## src/rtl/diag_pkg.sv

```systemverilog
// Shared types for the front-end diagnostic sequencer.
//   tDiagFunction : EBUS diag function codes.
//                   Vector bit 6 carries ds[0] and bit 0 carries ds[6].
//   RESET_SEQ_LEN : number of entries in the master-reset table.
//   tFeSeqState   : sequencer FSM states.
// Config macro: KL_RESET_START_CLK_EN adds START_CLOCK as a 12th table entry.
package diag_pkg;

  typedef enum logic [6:0] {
    STOP_CLOCK           = 7'o000,
    START_CLOCK          = 7'o001,
    CLR_RESET            = 7'o006,
    SET_RESET            = 7'o007,
    CLR_BURST_CTR_RH     = 7'o042,
    CLR_BURST_CTR_LH     = 7'o043,
    CLR_CLK_SRC_RATE     = 7'o044,
    RESET_PAR_REGS       = 7'o046,
    CLR_CRAM_DIAG_ADR_RH = 7'o051,
    CLR_CRAM_DIAG_ADR_LH = 7'o052,
    ENABLE_KL            = 7'o067,
    EBUS_LOAD            = 7'o076
  } tDiagFunction;

`ifdef KL_RESET_START_CLK_EN
  localparam int unsigned RESET_SEQ_LEN = 12;
`else
  localparam int unsigned RESET_SEQ_LEN = 11;
`endif

  typedef enum logic [1:0] {
    IDLE,
    ARM,
    STROBE,
    GAP
  } tFeSeqState;

endpackage

```

## src/rtl/fe_reset_seq_rom.sv

```systemverilog
// Master-reset function table (combinational lookup).
//   index : table position, 0 = first function issued.
//   func  : diag function at that position.
//           Positions past the end of the table return STOP_CLOCK.
// Config macro: KL_RESET_START_CLK_EN appends START_CLOCK after EBUS_LOAD.
module fe_reset_seq_rom
  import diag_pkg::*;
(
  input  logic [3:0]   index,
  output tDiagFunction func
);

  always_comb begin
    func = STOP_CLOCK;
    case (index)
      4'd0:    func = SET_RESET;
      4'd1:    func = CLR_RESET;
      4'd2:    func = STOP_CLOCK;
      4'd3:    func = CLR_CLK_SRC_RATE;
      4'd4:    func = RESET_PAR_REGS;
      4'd5:    func = CLR_BURST_CTR_RH;
      4'd6:    func = CLR_BURST_CTR_LH;
      4'd7:    func = CLR_CRAM_DIAG_ADR_LH;
      4'd8:    func = CLR_CRAM_DIAG_ADR_RH;
      4'd9:    func = ENABLE_KL;
      4'd10:   func = EBUS_LOAD;
`ifdef KL_RESET_START_CLK_EN
      4'd11:   func = START_CLOCK;
`endif
      default: func = STOP_CLOCK;
    endcase
  end

endmodule

```

## src/rtl/fe_diag_sequencer.sv

```systemverilog
// Front-end diagnostic-function sequencer; sole driver of EBUS ds/diagStrobe.
// It issues either a single requested diag function or the full master-reset table.
//   clk            : EBOX master clock.
//   CROBAR         : asynchronous active-high reset.
//   mhz16Tick      : one-clk pacing pulse; all strobe/gap timing counts these.
//   resetReq       : request the master-reset table.
//                    Latched while busy; several requests collapse into one.
//   funcReq        : request one diag function; hold until funcAck.
//   funcCode       : code of the requested diag function.
//   funcAck        : one-clk pulse when the single function's gap ends.
//   ebusDs         : EBUS.ds (bit 6 = ds[0]).
//   ebusDiagStrobe : EBUS.diagStrobe.
//   busy           : high when the FSM is not idle or a reset request is pending.
//   seqDone        : one-clk pulse when the last table entry's gap ends.
// Parameters:
//   STROBE_TICKS   : strobe width in ticks (1..15).
//   GAP_TICKS      : idle gap after each function in ticks (1..15).
// Config macro: KL_RESET_START_CLK_EN (table length, see diag_pkg).
module fe_diag_sequencer
  import diag_pkg::*;
#(
  parameter int unsigned STROBE_TICKS = 9,
  parameter int unsigned GAP_TICKS    = 4
)(
  input  logic       clk,
  input  logic       CROBAR,
  input  logic       mhz16Tick,
  input  logic       resetReq,
  input  logic       funcReq,
  input  logic [6:0] funcCode,
  output logic       funcAck,
  output logic [6:0] ebusDs,
  output logic       ebusDiagStrobe,
  output logic       busy,
  output logic       seqDone
);

  localparam logic [3:0] LAST_INDEX = 4'(RESET_SEQ_LEN - 1);
  localparam logic [3:0] STROBE_END = 4'(STROBE_TICKS);
  localparam logic [3:0] GAP_END    = 4'(GAP_TICKS - 1);

  tFeSeqState   state, state_nx;
  logic [6:0]   code, code_nx;
  logic [3:0]   index, index_nx;
  logic [3:0]   cnt, cnt_nx;
  logic         pending, pending_nx;
  logic         table_mode, table_mode_nx;
  logic [6:0]   ds_nx;
  logic         strobe_nx, ack_nx, done_nx;
  tDiagFunction rom_func;

  fe_reset_seq_rom u_rom (
    .index (index),
    .func  (rom_func)
  );

  always_ff @(posedge clk or posedge CROBAR) begin
    if (CROBAR) begin
      state          <= IDLE;
      code           <= '0;
      index          <= '0;
      cnt            <= '0;
      pending        <= 1'b0;
      table_mode     <= 1'b0;
      ebusDs         <= '0;
      ebusDiagStrobe <= 1'b0;
      funcAck        <= 1'b0;
      seqDone        <= 1'b0;
    end else begin
      state          <= state_nx;
      code           <= code_nx;
      index          <= index_nx;
      cnt            <= cnt_nx;
      pending        <= pending_nx;
      table_mode     <= table_mode_nx;
      ebusDs         <= ds_nx;
      ebusDiagStrobe <= strobe_nx;
      funcAck        <= ack_nx;
      seqDone        <= done_nx;
    end
  end

  always_comb begin
    state_nx      = state;
    code_nx       = code;
    index_nx      = index;
    cnt_nx        = cnt;
    // A request seen in any non-idle state is held until the FSM returns to IDLE.
    pending_nx    = pending | resetReq;
    table_mode_nx = table_mode;
    ds_nx         = ebusDs;
    strobe_nx     = ebusDiagStrobe;
    ack_nx        = 1'b0;
    done_nx       = 1'b0;

    case (state)
      IDLE: begin
        if (pending || resetReq) begin
          pending_nx    = 1'b0;
          table_mode_nx = 1'b1;
          index_nx      = '0;
          state_nx      = ARM;
        end else if (funcReq) begin
          table_mode_nx = 1'b0;
          code_nx       = funcCode;
          state_nx      = ARM;
        end
      end

      ARM: begin
        if (mhz16Tick) begin
          ds_nx     = table_mode ? 7'(rom_func) : code;
          strobe_nx = 1'b1;
          cnt_nx    = 4'd1;
          state_nx  = STROBE;
        end
      end

      STROBE: begin
        if (mhz16Tick) begin
          if (cnt == STROBE_END) begin
            ds_nx     = '0;
            strobe_nx = 1'b0;
            cnt_nx    = '0;
            state_nx  = GAP;
          end else begin
            cnt_nx = cnt + 4'd1;
          end
        end
      end

      GAP: begin
        if (mhz16Tick) begin
          if (cnt == GAP_END) begin
            cnt_nx = '0;
            if (!table_mode) begin
              ack_nx   = 1'b1;
              state_nx = IDLE;
            end else if (index == LAST_INDEX) begin
              done_nx  = 1'b1;
              state_nx = IDLE;
            end else begin
              index_nx = index + 4'd1;
              state_nx = ARM;
            end
          end else begin
            cnt_nx = cnt + 4'd1;
          end
        end
      end

      default: state_nx = IDLE;
    endcase
  end

  assign busy = (state != IDLE) || pending;

endmodule

```

## config.mk

```make
export PLATFORM = sky130hd
export DESIGN_NAME = fe_diag_sequencer
export DESIGN_NICKNAME = d
export VERILOG_FILES = /design/src/rtl/diag_pkg.sv /design/src/rtl/fe_reset_seq_rom.sv /design/src/rtl/fe_diag_sequencer.sv
export SDC_FILE = /design/constraint.sdc
export NUM_CORES = 1
export LEC_CHECK = 0
export BUFFER_PORTS_ARGS = -buffer_cell sky130_fd_sc_hd__buf_2
export CORE_MARGIN = 1.5
export CORE_UTILIZATION = 35
export DETAILED_ROUTE_END_ITERATION = 16
export PLACE_DENSITY_LB_ADDON = 0.08
export SKIP_CTS_REPAIR_TIMING = 1
export SLEW_MARGIN = 30
export SYNTH_ARGS = -nofsm -noshare
export SYNTH_HDL_FRONTEND = slang
export SYNTH_SLANG_ARGS = --single-unit
```

## constraint.sdc

```tcl
create_clock -name clk -period 2.3 [get_ports clk]
set_input_delay 0.23 -clock clk [delete_from_list [all_inputs] [get_ports clk]]
set_output_delay 0.23 -clock clk [all_outputs]
set_load 0.02 [all_outputs]
```

==> Yosys cells after proc, flatten, opt, wreduce, memory -nomap -nowiden <==
Memories as Yosys holds them, arrays and structs flattened.
Index checks and enable logic that the tools add are counted.
{ "totals": {"latch_bits": 0, "mem_bits_ro": 96, "ram_bits": 0, "word_cells": 88, "memories": 1, "in_bits": 12, "reg_bits": 29} }
{ "classes": {"eq_ne": 15, "muxes": 44, "n_div": 0, "shifts": 0, "mul": 0, "n_bitwise": 2, "n_addsub": 2, "n_reduce_logical": 14, "n_lt_le_gt_ge": 0} }
{ "memory_table": {"columns": ["memory", "words", "word_bits", "rd", "rd_clocked_by_memory_dff", "wr", "line_no", "rtl"], "rows": [
  ["(no name shown)", 16, 6, 1, 0, 0, "fe_reset_seq_rom.sv:15", "case (index)"]
]} }
{ "op_table": {"columns": ["operator", "n"], "rows": [
  ["2-to-1 mux 4 bit", 10],
  ["2-to-1 mux 7 bit", 4],
  ["2-to-1 mux 1 bit", 18],
  ["!= test 2 bit, second input constant", 8],
  ["2-to-1 mux 2 bit", 7],
  ["one-hot mux 7 bit (2 select lines)", 1],
  ["one-hot mux 4 bit (3 select lines)", 1],
  ["AND reduction 6 bit", 2],
  ["adder 4 x 1 -> 4 bit, second input constant", 2],
  ["== test 4 bit, second input constant", 2],
  ["one-hot mux 2 bit (4 select lines)", 1],
  ["one-hot mux 4 bit (2 select lines)", 1],
  ["AND reduction 4 bit", 2],
  ["nonzero test 2 bit", 4],
  ["== test 2 bit, second input constant", 2],
  ["== test 4 x 2 -> 1 bit, second input constant", 1],
  ["!= test 3 bit, second input constant", 1],
  ["AND reduction 3 bit", 1],
  ["nonzero test 3 bit", 1],
  ["== test 2 x 1 -> 1 bit, second input constant", 1],
  ["zero test 2 bit", 1],
  ["logical OR 1 bit", 2],
  ["one-hot mux 1 bit (2 select lines)", 1],
  ["AND reduction 2 bit", 1],
  ["2 further kinds", 2]
]} }

==> Longest topological paths before layout <==
Gate-level depths: netlist of the first run.
{ "logic_depth": {"ltp_word": 6, "ltp_mapped": 7, "mapped_depth_nobuf": 7} }

==> By module <==
From an unflattened synthesis of the first run, not the netlist that was laid out.
{ "unflattened": {"cells_unflattened": 165, "area_unflattened_um2": 1682.9} }
{ "modules_own_cells": {"columns": ["module", "n_inst", "area_per_inst_um2", "cells_per_inst"], "rows": [
  ["fe_diag_sequencer", 1, 1521.5, 143],
  ["fe_reset_seq_rom", 1, 161.4, 22]
]} }

==> Least setup slack after synthesis of the first run <==
No wires, ideal clock.
{ "synth_timing": {"kind": "register -> register", "startpoint": "register state[0]", "endpoint": "register state[1]", "path_stages_with_launch": 8, "required_ps": 2175, "path_buffers": 1, "synth_period_minus_slack_ps": 1854, "setup_slack_ps": 446, "t_arrival_ps": 1729, "cell_sequence": "dfrtp_1 -> inv_1 -> ha_1 -> buf_2 -> nand2b_1 -> o32ai_1 -> a221o_1 -> mux2_4"} }
{ "synth_between": {"elab_chain_len": 3, "elab_cells_between_ends": 12, "classes_between": "9 x eq/ne; 1 x mux; 2 x reduce/logical"} }
{ "synth_lines": {"columns": ["element", "line_no", "rtl"], "rows": [
  ["from (decl)", "fe_diag_sequencer.sv:42", "tFeSeqState state, state_nx;"],
  ["from (signal assigned)", "fe_diag_sequencer.sv:70", "state <= state_nx;"],
  ["== test 2 bit, or another cell as far along", "fe_diag_sequencer.sv:96", "case (state)"],
  ["!= test 2 bit (no line) or != test 3 bit (tied branches)", null, null],
  ["AND reduction 6 bit (no line)", null, null]
]} }
Several ways; a longest one is shown, not always the timed one.
A chain may end at the register's enable or synchronous reset.

==> Worst setup path in the final report of the first run <==
Same ends and word-level chain as after synthesis.

==> impl_metrics.ini, run 1 <==
[outcome]
status = completed

[floorplan]
die_area_sq_um = 5230
core-area_sq_um = 4660
die_y_um = 72.3
start_util_pct = 36.1
die_w_um = 72.3
ios = 23
rows = 25

[clocking]
clk_pin_slew_worst_paths_ps = 70
cts-root-buf = clkbuf_8
cts_max_level = 2
cts_made_buffers = 5
clkLatencyLatePin_ps = 280
cts_tree = done
cts.path.max_buffers = 2
cts.sinks = 29

[min_path]
hold_path.class = in -> async

[final_layout]
postLayoutCellArea_sq_um = 1980
antenna_cells = 0
regArea_sq_um = 726
syn_to_final_growth_pct = 17.6
nFillCells = 462
final_core_util_pct = 42.4
nNetsFinal = 223
multi_input_area_sq_um = 868
drive_gt1_share_pct = 23.5

[timing]
finalSetupTns_ps = 0
rsz0062_at_grt = no
worst_slack_ps = 328
fin_worst_skew_ps = 7.95
setup_viol_count_final = 0
worst_slew_pin_slew_ps = 604
relSlewSlack_pct = 59.8
slew_viol_final = 0
layout_min_cycle_time_ps = 1970
fmax_ghz = 0.507
hold_viol = 0
fin_crit_sh_pct = 85.7

[yosys]
synth_common_cells = dfrtp_1 (29), nand2_1 (19), nor2_1 (13)
yosysMostFrequentCell = dfrtp_1
yosysTopAreaCellShare_pct = 43.2
synthTopCellsByArea = dfrtp_1 (43%), ha_1 (8.9%), nand2_1 (4.2%)
yosysTopAreaCell = dfrtp_1
synthesis.nets = 197
ys_async_sr_fraction_pct = 100
synth_seq_area_share_pct = 43.2
ys_warn_count = 0
synth_cell_types = 44
synthCells = 173
synth_edf_count = 0
syn_area_sq_um = 1680
synth-seq-cells = 29
avgSynthCellArea_sq_um = 9.72
synth_ff_type = dfrtp_1

[place]
dp_hpwl_um = 2680
dp_slack_ps = 343
dpl-instance-area_sq_um = 1860
gp_congestion = 0.758
portBuffers = 22

[drt]
routed_wirelength_um = 3750
ant_nets = 0
vias = 1364
drc = 0
firstDrtPassIters = 4
viasPerCell = 5.37
drtIter0Drc = 101
wl_per_cell_um = 14.8

[pwr]
total_power_uw = 2520
power.leakage_uw = 0.000913
ir_drop_v = 0.000507
p_per_area_nw_per_um2 = 1270

[critical_path]
r2r-start = state[0]$_DFFE_PP0P_
cp_slowest_cell = dfrtp_1
crit_required_ps = 2470
cp-end-kind = flip-flop
critPathMaxStageDelay_ps = 410
cp-start-kind = flip-flop
crit_path_end = state[1]$_DFFE_PP0P_
crit_path_cell_trace = inv_1 -> ha_1 -> nand2b_1 -> o32ai_1 -> a221o_1 -> mux2_4
critPathLaunch = state[0]$_DFFE_PP0P_
worstSetupPathType = reg -> reg
r2r_slack_ps = 330
cp_max_fo = 10
reg2reg_to = state[1]$_DFFE_PP0P_
arrival_ps = 2150
ff2ff_path_depth = 6

[global_routing]
grt_pass1_wl_um = 6560
grt_pass1_vias = 1369
grt_usage_pct = 16.5
grt_max_degree = 30
grt-ovfl-total = 0
antenna_found_initial = 0

[job]
drv_cap = 0
==> kinds of logic (layout without fill, tap and decap cells) <==
family                   after synthesis  in the layout  share of synthesized area (%)
AND/OR/NAND/NOR                       56             56                           17.3
adder cells (fa/ha/maj)               12             12                           8.93
multiplexers                          10             10                           6.70
flip-flops                            29             29                           43.2
buffers and inverters                 21             48                           5.21
AO/OA/AOI/OAI                         45             45                           18.7
==> metal layers <==
layer  up-vias  track usage [%]  part of all wire, %
met5         -                0                    0
met2        12             27.8                   51
li1        678                -                    -
met3         7             4.17                  2.6
met4         0             5.66                  1.5
met1       667             20.6                   45
==> area by class of cell <==
| cell class | count | area share (%) |
|---|---|---|
| Sequential cell | 29 | 36.7 |
| Multi-Input combinational cell | 123 | 43.9 |
| Tap cell | 54 | 3.42 |
| Timing Repair Buffer | 27 | 7.46 |
| Inverter | 13 | 2.47 |
| Clock inverter | 2 | 1.90 |
| Clock buffer | 6 | 4.17 |
==> worst max-delay path: cells and delay by family (launching register included) <==
family / cells / cell delay, ps
AOI/OAI and AO/OA: 2 / 570
DFF: 1 / 410
adders and majority gates: 1 / 340
muxes: 1 / 310
and+or+nand+nor: 1 / 120
buffers and inverters: 1 / 110
==> cells in the final DEF (no fill, tap or decap), drive strengths merged, types with 4 or more instances in the layout <==
cell and count:
a21oi 5, buf 27, clkbuf 6, dfrtp 29
ha 12, inv 13, mux2 7, nand2 19
nand3 4, nor2 13, o21ai 12, o31ai 4
o41ai 6
==> worst min-delay path by stage <==
| stage | end | cells past startpoint | slack, ps | startpoint |
|---|---|---|---|---|
| after floorplan | cnt[0]$_DFFE_PP0P_ | 1 | 310 | CROBAR |
| after global placement | code[6]$_DFFE_PP0P_ | 3 | 320 | CROBAR |
| after detailed placement | code[6]$_DFFE_PP0P_ | 3 | 320 | CROBAR |
| after CTS | state[0]$_DFFE_PP0P_ | 3 | 9 | CROBAR |
| after global routing | state[0]$_DFFE_PP0P_ | 3 | 60 | CROBAR |
| final | state[0]$_DFFE_PP0P_ | 3 | 4 | CROBAR |
==> metrics by stage <==
step / cells / hold WS, ps
after global placement: 246 / 321
after floorplan: 173 / 308
after CTS: 254 / 8.98
after detailed placement: 246 / 323
after global routing: 254 / 62.5
final: 254 / 3.84
==> power breakdown <==
part | switching, uW | internal (uW) | total [uW]
sequential | 142 | 702 | 844
clock | 206 | 352 | 557
combinational | 654 | 464 | 1120
total | 1000 | 1520 | 2520
==> flip-flops by register name, summed over array words and instances (netlist names) <==
name / cells
table_mode: 1
state: 2
pending: 1
seqDone: 1
ebusDs: 7
cnt: 4
funcAck: 1
ebusDiagStrobe: 1
code: 7
index: 4
(Power assumes the default switching activity.)
==> run 2, diff against run 1 <==
CORE_UTILIZATION = 25   (was 35)
RECOVER_POWER = 100   (was unset)
clock period = 1.9 ns   (was 2.3 ns; I/O delays follow)
==> run 2 against run 1 <==
- the flow now finishes with violations (DRC, capacitance limit, slew limit)
- non-clock buffer count is 16 higher
- clock skew down 0.95 ps
- cell count increased by 15%
- via count is 5.4% higher
- utilization decreased by 8.8 points
- critical path depth is 2 higher
- register-to-register slack lost 220 ps
- sequential power increased by 21%
- flip-flop and latch count unchanged
- sequential share of layout area decreased by 3.1 points
- power increased by 37%
- wire length grew 9.6%
- largest power group unchanged
- highest routed layer unchanged
==> impl_metrics.ini, run 2 (synthesis gave the netlist of run 1 again) <==
[outcome]
status = finished with violations
violations = DRC, capacitance limit, slew limit

[final_layout]
drive_gt1_share_pct = 27.3
regArea_sq_um = 726
layout_commonest_cell = dfrtp_1
nNetsFinal = 239
syn_to_final_growth_pct = 28.3
mostFrequentLayoutCells = dfrtp_1 (29), nand2_1 (19), buf_4 (18)
multi_input_area_sq_um = 916
nFillCells = 660
postLayoutCellArea_sq_um = 2160
final_core_util_pct = 33.6
top_regs = code (7), ebusDs (7)
antenna_cells = 0

[job]
drv_cap = 1

[drt]
vias = 1438
drtIter0Drc = 48
drc = 1
wl_per_cell_um = 14.0
viasPerCell = 4.91
firstDrtPassIters = 10
ant_nets = 0
routed_wirelength_um = 4110

[timing]
slew_viol_final = 30
relSlewSlack_pct = -10.0
hold_ws_ps = 122
fin_crit_sh_pct = 94.6
setup_viol_count_final = 0
layout_min_cycle_time_ps = 1800
fmax_ghz = 0.557
finalSetupTns_ps = 0
worst_slack_ps = 103
fin_worst_skew_ps = 7.00
hold_viol = 0
worst_slew_pin_slew_ps = 1650

[pwr]
pwr-share-comb_pct = 50.8
power.switching_uw = 1330
power.leakage_uw = 0.000955
ir_drop_v = 0.000554
p_clk_share_pct = 19.6
p_per_area_nw_per_um2 = 1590
swShare_pct = 38.7
internal_power_uw = 2110
p_seq_share_pct = 29.6

[critical_path]
cp-end-kind = flip-flop
worstSetupPathType = reg -> reg
crit_required_ps = 2070
arrival_ps = 1960
cp_max_fo = 6
cp-start-kind = flip-flop

[global_routing]
grt_usage_pct = 12.4
grt_max_degree = 30
grt_pass1_wl_um = 6980
grt-ovfl-total = 0
grt_pass1_vias = 1408
antenna_found_initial = 0

[place]
gp_congestion = 0.786
dp_slack_ps = 20.3
portBuffers = 22
dpl-instance-area_sq_um = 1980
dp_hpwl_um = 3090

[clocking]
clkLatencyLatePin_ps = 280
cts_tree = done
cts.path.max_buffers = 2
clk_pin_slew_worst_paths_ps = 70
cts_max_level = 2
cts.sinks = 29
cts-root-buf = clkbuf_8
cts_made_buffers = 5

[floorplan]
start_util_pct = 26.2
die_area_sq_um = 7230
ios = 23
die_y_um = 85.0
rows = 29
die_w_um = 85.0
core-area_sq_um = 6420

[min_path]
hold_path.class = in -> reg
==> run 2: cell count changes in the layout (fill, tap and decap cells not counted), sizes merged <==
cell,previous run,this run
buf,27,30
clkbuf,6,19
==> run 2: layer usage <==
metal  up-vias  GRT usage, %  part of all wire [%]
li1        713             -                     -
met1       703          15.9                    45
met2        20          20.0                    51
met3         2          3.50                   2.9
met4         0          4.47                  0.58
met5         -             0                     0
==> run 2: worst max-delay path: stages (launching register included) <==
cell and delay [ps]:
dfrtp_1 420, inv_2 70, buf_4 120, ha_4 160
or3b_1 390, o211ai_1 130, buf_4 150, o22ai_1 70
a22o_1 180
==> run 2: cell type report <==
type                            count  area share [%]
Timing Repair Buffer               43            11.7
Inverter                           13            2.26
Multi-Input combinational cell    123            42.4
Clock buffer                        6            3.83
Sequential cell                    29            33.6
Tap cell                           77            4.46
Clock inverter                      2            1.74
==> run 2: power groups by stage <==
stage / clock (uW) / sequential, uW / combinational [uW]
after global routing: 730 / 1060 / 1940
after floorplan: 0 / 1080 / 950
after detailed placement: 0 / 1040 / 1570
after CTS: 700 / 1020 / 1570
after global placement: 0 / 1030 / 1550
final: 675 / 1020 / 1750
==> run 2: through the flow <==
| step | std cells | power [uW] |
|---|---|---|
| 6_report | 293 | 3440 |
| 3_5_place_dp | 281 | 2600 |
| 5_1_grt | 293 | 3730 |
| 4_1_cts | 289 | 3290 |
| 2_1_floorplan | 173 | 2030 |
| 3_3_place_gp | 281 | 2580 |
==> run 2: worst paths after layout <==
path	startpoint	endpoint	slack (ps)	depth (start not counted)
setup / recovery	state[0]$_DFFE_PP0P_	index[2]$_DFFE_PP0P_	100	8
hold / removal	funcCode[6]	code[6]$_DFFE_PP0P_	120	3
setup reg to reg	state[0]$_DFFE_PP0P_	index[2]$_DFFE_PP0P_	100	8
hold reg to reg	ebusDs[6]$_DFFE_PP0P_	ebusDs[6]$_DFFE_PP0P_	480	2
max in group asynchronous	CROBAR	seqDone$_DFF_PP0_	470	3
min in group asynchronous	CROBAR	code[2]$_DFFE_PP0P_	470	3
==> run 3, diff against run 2 <==
BUFFER_PORTS_ARGS = -buffer_cell sky130_fd_sc_hd__clkbuf_2   (was -buffer_cell sky130_fd_sc_hd__buf_2)
==> run 3 against run 2 <==
- the run still ends with DRC, capacitance limit, slew limit left
- sequential power is essentially flat
- design area shrank 5.4%
- setup slack gained 19 ps
- largest cell class unchanged
- non-clock buffer count shrank 7
- largest power group unchanged
==> impl_metrics.ini, run 3 (synthesis gave the netlist of run 1 again) <==
[clocking]
clk_pin_slew_worst_paths_ps = 60
cts.sinks = 29
clkLatencyLatePin_ps = 280
cts_max_level = 2
cts_tree = done
cts-root-buf = clkbuf_8
cts_made_buffers = 5
cts.path.max_buffers = 2

[global_routing]
grt_pass1_vias = 1427
grt-ovfl-total = 0
grt_usage_pct = 12.3
grt_max_degree = 30
antenna_found_initial = 0
grt_pass1_wl_um = 7050

[drt]
vias = 1411
wl_per_cell_um = 14.1
routed_wirelength_um = 4010
ant_nets = 0
viasPerCell = 4.95
firstDrtPassIters = 10
drc = 1
drtIter0Drc = 44

[final_layout]
layout_commonest_cell = dfrtp_1
drive_gt1_share_pct = 20.7
nNetsFinal = 232
syn_to_final_growth_pct = 21.4
antenna_cells = 0
top_regs = code (7), ebusDs (7)
mostFrequentLayoutCells = dfrtp_1 (29), nand2_1 (19), clkbuf_1 (14)
nFillCells = 699
postLayoutCellArea_sq_um = 2040
layout.cells.non_filler = 285

[pwr]
internal_power_uw = 1860
power.leakage_uw = 0.000902
p_seq_share_pct = 33.1
power.switching_uw = 1260
pwr-share-comb_pct = 47.0
swShare_pct = 40.3
ir_drop_v = 0.000368
p_per_area_nw_per_um2 = 1530
p_clk_share_pct = 20.0

[timing]
finalSetupTns_ps = 0
fmax_ghz = 0.563
relSlewSlack_pct = -11.5
fin_crit_sh_pct = 93.5
rsz0062_at_grt = no
fin_worst_skew_ps = 8.19
hold_viol = 0
worst_slew_pin_slew_ps = 1670
layout_min_cycle_time_ps = 1780
slew_viol_final = 30
setup_viol_count_final = 0

[critical_path]
cp-start-kind = flip-flop
cp-end-kind = flip-flop
worstSetupPathType = reg -> reg
cp_max_fo = 5
crit_path_cell_trace = ha_1 -> and4bb_4 -> inv_2 -> a221o_1 -> mux2_1
cp_slowest_cell = dfrtp_1
arrival_ps = 1940
crit_required_ps = 2060
critPathMaxStageDelay_ps = 410

[floorplan]
core-area_sq_um = 6420
die_w_um = 85.0
ios = 23
start_util_pct = 26.2
rows = 29
die_y_um = 85.0
die_area_sq_um = 7230

[place]
dp_hpwl_um = 3020
placed_cells = 278
portBuffers = 22
gp_congestion = 0.804
dpl-instance-area_sq_um = 1950

[outcome]
violations = DRC, capacitance limit, slew limit
status = finished with violations

[min_path]
hold_path.class = in -> reg

[job]
drv_cap = 1
==> run 3: stage by stage <==
| stage | worst slack, ps | power, uW | utilization, % | hold slack (ps) |
|---|---|---|---|---|
| after floorplan | 45.6 | 2030 | - | 268 |
| after global placement | 104 | 2560 | 30.4 | 277 |
| after detailed placement | 30.3 | 2580 | 30.4 | 280 |
| after CTS | 29.6 | 3220 | 32.0 | -29.9 |
| after global routing | 6.80 | 3400 | 31.8 | 130 |
| final | 123 | 3120 | 31.8 | 118 |
==> run 3: final timing paths <==
path / from / to / slack [ps] / cells past startpoint
min reg2reg: ebusDs[0]$_DFFE_PP0P_ / ebusDs[0]$_DFFE_PP0P_ / 490 / 2
max reg2reg: cnt[0]$_DFFE_PP0P_ / state[1]$_DFFE_PP0P_ / 120 / 5
max in group asynchronous: CROBAR / ebusDs[2]$_DFFE_PP0P_ / 470 / 3
min in group asynchronous: CROBAR / ebusDs[0]$_DFFE_PP0P_ / 470 / 3
min: funcCode[6] / code[6]$_DFFE_PP0P_ / 120 / 3
max: cnt[0]$_DFFE_PP0P_ / state[1]$_DFFE_PP0P_ / 120 / 5
==> run 3: layout make-up <==
class / count / area [sq um] / share of cell area, %
Multi-Input combinational cell: 123 / 880 / 43.1
Clock inverter: 2 / 35.0 / 1.72
Timing Repair Buffer: 36 / 188 / 9.19
Inverter: 13 / 48.8 / 2.39
Sequential cell: 29 / 726 / 35.5
Tap cell: 77 / 96.3 / 4.72
Clock buffer: 5 / 68.8 / 3.37
==> run 3: power groups by stage <==
stage / clock [uW] / sequential (uW) / combinational, uW
detailed placement: 0 / 1050 / 1530
global placement: 0 / 1040 / 1520
floorplan: 0 / 1080 / 950
global route: 668 / 1070 / 1660
finish: 624 / 1030 / 1470
CTS: 645 / 1040 / 1540
==> run 3: worst max-delay path, delay by kind of cell (launching register included) <==
family                     cells  cell delay [ps]
and+or+nand+nor                1              300
AOI/OAI and AO/OA              1              320
adders and majority gates      1              240
DFF                            1              410
muxes                          1              310
buffers and inverters          1               70
==> run 3: layer usage <==
| metal | part of all wire (%) | global-route usage, % | wire length, um | vias to the layer above |
|---|---|---|---|---|
| met4 | 1.8 | 4.02 | 74 | 0 |
| li1 | - | - | - | 694 |
| met3 | 2.7 | 3.02 | 110 | 8 |
| met5 | 0 | 0 | 0 | - |
| met1 | 48 | 15.3 | 1910 | 694 |
| met2 | 48 | 21.0 | 1910 | 15 |
